**src/rtl/codec_pkg.sv**
```systemverilog
// Timing constants and FSM state type for the I2S codec interface.
// All codec clock phases are decoded from one 10-bit frame counter.
package codec_pkg;

   localparam int CNT_W     = 10;
   localparam int MCLK_BIT  = 1;
   localparam int SCLK_BIT  = 4;
   localparam int LRCLK_BIT = 9;

   localparam logic [4:0] RISE_PH = 5'h0F;
   localparam logic [4:0] FALL_PH = 5'h1F;

   localparam logic [CNT_W-1:0] CAPT_CNT  = 10'h00F;
   localparam logic [CNT_W-1:0] VALID_CNT = 10'h010;
   localparam logic [CNT_W-1:0] LOAD_CNT  = 10'h01F;

   typedef enum {RST_HOLD, WARMUP, RUN} codec_state_t;

endpackage

```
**src/rtl/i2s_shift32.sv**
```systemverilog
// 32-bit MSB-first shift register with parallel load; load wins over shift.
// q_shift is the word the register would hold after a shift this cycle.
module i2s_shift32 (
   input  logic        clk,
   input  logic        rst_n,
   input  logic        load,
   input  logic [31:0] load_val,
   input  logic        shift_en,
   input  logic        sin,
   output logic [31:0] q_shift,
   output logic        sout
);

   logic [31:0] q;

   always_ff @(posedge clk or negedge rst_n) begin
      if (!rst_n) begin
         q <= '0;
      end else if (load) begin
         q <= load_val;
      end else if (shift_en) begin
         q <= q_shift;
      end
   end

   assign q_shift = {q[30:0], sin};
   assign sout    = q[31];

endmodule

```
**src/rtl/codec_intf.sv**
```systemverilog
// I2S codec interface: generates MCLK/SCLK/LRCLK and codec reset from clk,
// deserializes ADC data into lft_in/rht_in and serializes lft_out/rht_out.
module codec_intf
   import codec_pkg::*;
(
   input  logic        clk,
   input  logic        rst_n,
   input  logic [15:0] lft_out,
   input  logic [15:0] rht_out,
   input  logic        RSDin,
   output logic [15:0] lft_in,
   output logic [15:0] rht_in,
   output logic        valid,
   output logic        LRCLK,
   output logic        SCLK,
   output logic        MCLK,
   output logic        RSTn,
   output logic        SDout
);

   logic [CNT_W-1:0] cnt;
   codec_state_t     state;
   codec_state_t     state_nxt;
   logic             rise_ev;
   logic             fall_ev;
   logic             capt;
   logic             tx_load;
   logic             wrap;
   logic             vld_en;
   logic             vld_p1;
   logic [31:0]      rx_word;
   logic [31:0]      tx_word_unused;
   logic             rx_sout_unused;

   always_ff @(posedge clk or negedge rst_n) begin
      if (!rst_n) begin
         cnt <= '0;
      end else begin
         cnt <= cnt + CNT_W'(1);
      end
   end

   // Codec clocks come straight from counter flops, so they are glitch-free.
   assign MCLK  = cnt[MCLK_BIT];
   assign SCLK  = cnt[SCLK_BIT];
   assign LRCLK = cnt[LRCLK_BIT];

   assign rise_ev = (cnt[4:0] == RISE_PH);
   assign fall_ev = (cnt[4:0] == FALL_PH);
   assign capt    = (cnt == CAPT_CNT);
   assign tx_load = (cnt == LOAD_CNT);
   assign wrap    = (cnt == {CNT_W{1'b1}});

   i2s_shift32 u_rx (
      .clk      (clk),
      .rst_n    (rst_n),
      .load     (1'b0),
      .load_val (32'h0),
      .shift_en (rise_ev),
      .sin      (RSDin),
      .q_shift  (rx_word),
      .sout     (rx_sout_unused)
   );

   // The load at LOAD_CNT coincides with a fall event and takes priority.
   i2s_shift32 u_tx (
      .clk      (clk),
      .rst_n    (rst_n),
      .load     (tx_load),
      .load_val ({lft_out, rht_out}),
      .shift_en (fall_ev),
      .sin      (1'b0),
      .q_shift  (tx_word_unused),
      .sout     (SDout)
   );

   always_ff @(posedge clk or negedge rst_n) begin
      if (!rst_n) begin
         state <= RST_HOLD;
      end else begin
         state <= state_nxt;
      end
   end

   always_comb begin
      state_nxt = state;
      case (state)
         RST_HOLD: if (wrap) state_nxt = WARMUP;
         WARMUP:   if (wrap) state_nxt = RUN;
         RUN:      state_nxt = RUN;
         default:  state_nxt = RST_HOLD;
      endcase
   end

   always_comb begin
      RSTn   = 1'b0;
      vld_en = 1'b0;
      case (state)
         RST_HOLD: begin
            RSTn   = 1'b0;
            vld_en = 1'b0;
         end
         WARMUP: begin
            RSTn   = 1'b1;
            vld_en = 1'b0;
         end
         RUN: begin
            RSTn   = 1'b1;
            vld_en = 1'b1;
         end
         default: begin
            RSTn   = 1'b0;
            vld_en = 1'b0;
         end
      endcase
   end

   // Stage p1: capture includes the right-channel LSB shifted in this same edge.
   always_ff @(posedge clk or negedge rst_n) begin
      if (!rst_n) begin
         vld_p1 <= 1'b0;
         lft_in <= '0;
         rht_in <= '0;
      end else begin
         vld_p1 <= capt & vld_en;
         if (capt) begin
            lft_in <= rx_word[31:16];
            rht_in <= rx_word[15:0];
         end
      end
   end

   assign valid = vld_p1;

endmodule

```
**config.mk**
```make
export PLATFORM = sky130hd
export DESIGN_NAME = codec_intf
export DESIGN_NICKNAME = d
export VERILOG_FILES = /design/src/rtl/codec_pkg.sv /design/src/rtl/i2s_shift32.sv /design/src/rtl/codec_intf.sv
export SDC_FILE = /design/constraint.sdc
export NUM_CORES = 1
export LEC_CHECK = 0
export BUFFER_PORTS_ARGS = -buffer_cell sky130_fd_sc_hd__buf_2
export CORE_ASPECT_RATIO = 2
export CORE_MARGIN = 2
export CORE_UTILIZATION = 57
export DETAILED_ROUTE_END_ITERATION = 10
export PLACE_DENSITY_LB_ADDON = 0.1
export SYNTH_ARGS = -nofsm -noshare
export SYNTH_HDL_FRONTEND = slang
export SYNTH_SLANG_ARGS = --single-unit
```
**constraint.sdc**
```tcl
create_clock -name clk -period 4.62 [get_ports clk]
set_input_delay 0.924 -clock clk [delete_from_list [all_inputs] [get_ports clk]]
set_output_delay 0.924 -clock clk [all_outputs]
set_load 0.01 [all_outputs]
```
==> impl_metrics.toml <==
[status]
outcome = "finished, final reports clean"

[placed_design]
hpwlAfterDp_um = 5480
postPlaceCellArea_um2 = 4860
gp_congestion = 0.737
dp.cells = 507
portBuffers = 72

[timing]
hold_viol = 0
finalSetupViolations = 0
slew_headroom = 0.288
report.final.slew_viol_count = 0
max_freq_ghz = 0.417
worst_pin_slew_ns = 1.07
skew_ns = 0.00361
min_period_over_period = 0.519
finalSetupTns_ns = 0
fin_crit_ns = 2.40
rsz0062_at_grt = "no"

[routing]
post_drt_wl_per_cell_um = 15.9
first_iter_violations = 221
via_count = 2998
drt_wl_total_um = 8290
drt_drc_violations_left = 0
viasPerCell = 5.75
drt_pass1_iterations = 4
ant_nets = 0

[layout]
final_area_um2 = 5120
layout.nets = 464
mostFrequentLayoutCell = "dfrtp_1"
drive_gt1_frac = 0.368
nFillCells = 606
final_core_utilization = 0.674
final_cells = 521
multi_input_area_um2 = 1630
syn_to_final_growth_pct = 14.9
num_antenna_cells = 0
register_area_um2 = 2700
final_cell_mix = "108 x dfrtp_1, 71 x buf_2, 63 x mux2_2, 34 x nand3_1"

[power]
vdd_ir_drop_max_mv = 0.322
p_leak_nw = 2.52
power_density_nw_per_um2 = 335

[worst_setup_path]
path_class = "flop to flop"
r2r_cells = 3
timing.rr.start = "cnt[5]"
cp_num_buf_inv = 1
critPathSlowestCell = "dfrtp_1"
path_max_fanout = 37
cpPeakStageDelay_ns = 1.05
rrSetupSlack_ns = 2.22
cp-end-kind = "flop"
cpLargestDelayFamily = "flip-flops"
path_cells = "inv_1 -> nand3_1 -> a31oi_1"
r2r_end = "u_tx.q[12]"
cp.arrival_ns = 2.56
cp-start-kind = "flop"
crit_required_ns = 4.78

[clock_tree]
clockRootBuffer = "clkbuf_16"
cts_buffers = 9
cts.sinks = 108
insertion_delay_ns = 0.34
cts_setup_buffers = 0
holdBufCountCts = 0
cts_tree = "yes"
cts_buffer_depth = 2
path_clk_slew_ns = 0.06
cts.htree.levels = 3
ctsResizeCount = 0

[yosys]
ys_seq_area_frac = 0.606
synthesis.area_um2 = 4460
synth.area.top_cells = "dfrtp_1 61%, mux2_2 16%, a31oi_1 4.3%, nand3_1 3.8%, o21ai_0 3.6%"
syn-num-nets = 403
netlist.area_leader.share = 0.606
synth-seq-cells = 108
syn-instance-count = 363
synth.avg_cell_area_um2 = 12.3
ys.warnings.count = 0
synth_top_area_cell = "dfrtp_1"
synth_cell_types = 23

[worst_hold_path]
hold_depth = 1
hold_path_end = "cnt[0]"
hp-start = "cnt[0]"
hp-class = "flop to flop"

[grt]
grt_start_max_net_pins = 81
grt_pass1_wl_um = 13800
grt_use_total = 0.210
first_global_vias = 2977
grt_overflow_total = 0
antenna_found_initial = 0

[floorplanning]
rows = 45
core_um2 = 7600
die_area_um2 = 8590
num_io_pins = 73
die_h_um = 129
die_w_um = 66.6
start_util = 0.587

[flow_run]
cap_violations = 0
## worst max-delay path by stage
stage	endpoint	cells after the start	slack [ns]	from
global placement	u_tx.q[6]	3	2.30	cnt[5]
detailed placement	u_tx.q[4]	3	2.26	cnt[5]
floorplan	lft_in[0]	5	2.73	cnt[1]
global route	u_tx.q[4]	3	1.93	cnt[5]
CTS	u_tx.q[12]	3	2.27	cnt[5]
finish	u_tx.q[12]	3	2.22	cnt[5]
## state kept, by name, indices dropped and copies added (netlist names)
signal and cells:
valid 1, u_tx.q 32, lft_in 16, cnt 10
u_rx.q 31, state 2, rht_in 16
## metrics by stage
step	setup slack [ns]	hold WS, ns	power [mW]
6_report	2.22	0.448	1.72
5_1_grt	1.93	0.476	1.78
4_1_cts	2.27	0.450	1.74
3_5_place_dp	2.26	0.438	1.05
3_3_place_gp	2.30	0.443	1.05
2_1_floorplan	2.73	0.419	1.01
## cell families after synthesis
kind of cell             count (synthesis)  synth area share
flip-flops                             108             0.606
AND/OR/NAND/NOR                         83            0.0895
multiplexers                            65             0.164
AO/OA/AOI/OAI                           64            0.0816
buffers and inverters                   31            0.0311
XOR/XNOR                                 7            0.0137
adder cells (fa/ha/maj)                  5            0.0140
## worst reg2reg max path, stage by stage (launching register included)
cell,delay (ns)
dfrtp_1,1.05
inv_1,0.80
nand3_1,0.26
a31oi_1,0.11
## final cells by class
cell class                      count  share of cell area
Sequential cell                   108               0.527
Inverter                            5             0.00366
Clock buffer                       10              0.0466
Tap cell                           94              0.0229
Timing Repair Buffer               76              0.0767
Multi-Input combinational cell    224               0.317
Clock inverter                      4             0.00537
## cell usage after synthesis
master and instances:
xor2_1 2, inv_1 5, nand2_1 6, and2_1 1
nand4_1 3, or4_4 1, dfrtp_1 108, ha_1 5
a31oi_1 31, nor3_1 2, nor2_1 32, clkbuf_1 23
mux2_1 2, mux2_2 63, buf_6 3, nand4b_1 1
o32a_1 1, nor3_4 1, o21ai_0 32, nor4_1 1
xnor2_1 5, nand3_1 34, and4_1 1
## metal layers
metal,GRT usage,wire (um),part of all wire
met4,0.0672,112,0.014
met2,0.357,4400,0.53
met5,0,0,0
met3,0.0451,380,0.046
met1,0.265,3400,0.41
## where the power goes
group | internal (mW) | leakage, nW | switching (mW) | total, mW
registers | 0.962 | 1.41 | 0.00871 | 0.971
clock network | 0.373 | 0.122 | 0.317 | 0.690
logic | 0.0237 | 0.985 | 0.0348 | 0.0584
total | 1.36 | 2.52 | 0.361 | 1.72
Power figures use the tool's default switching activity.
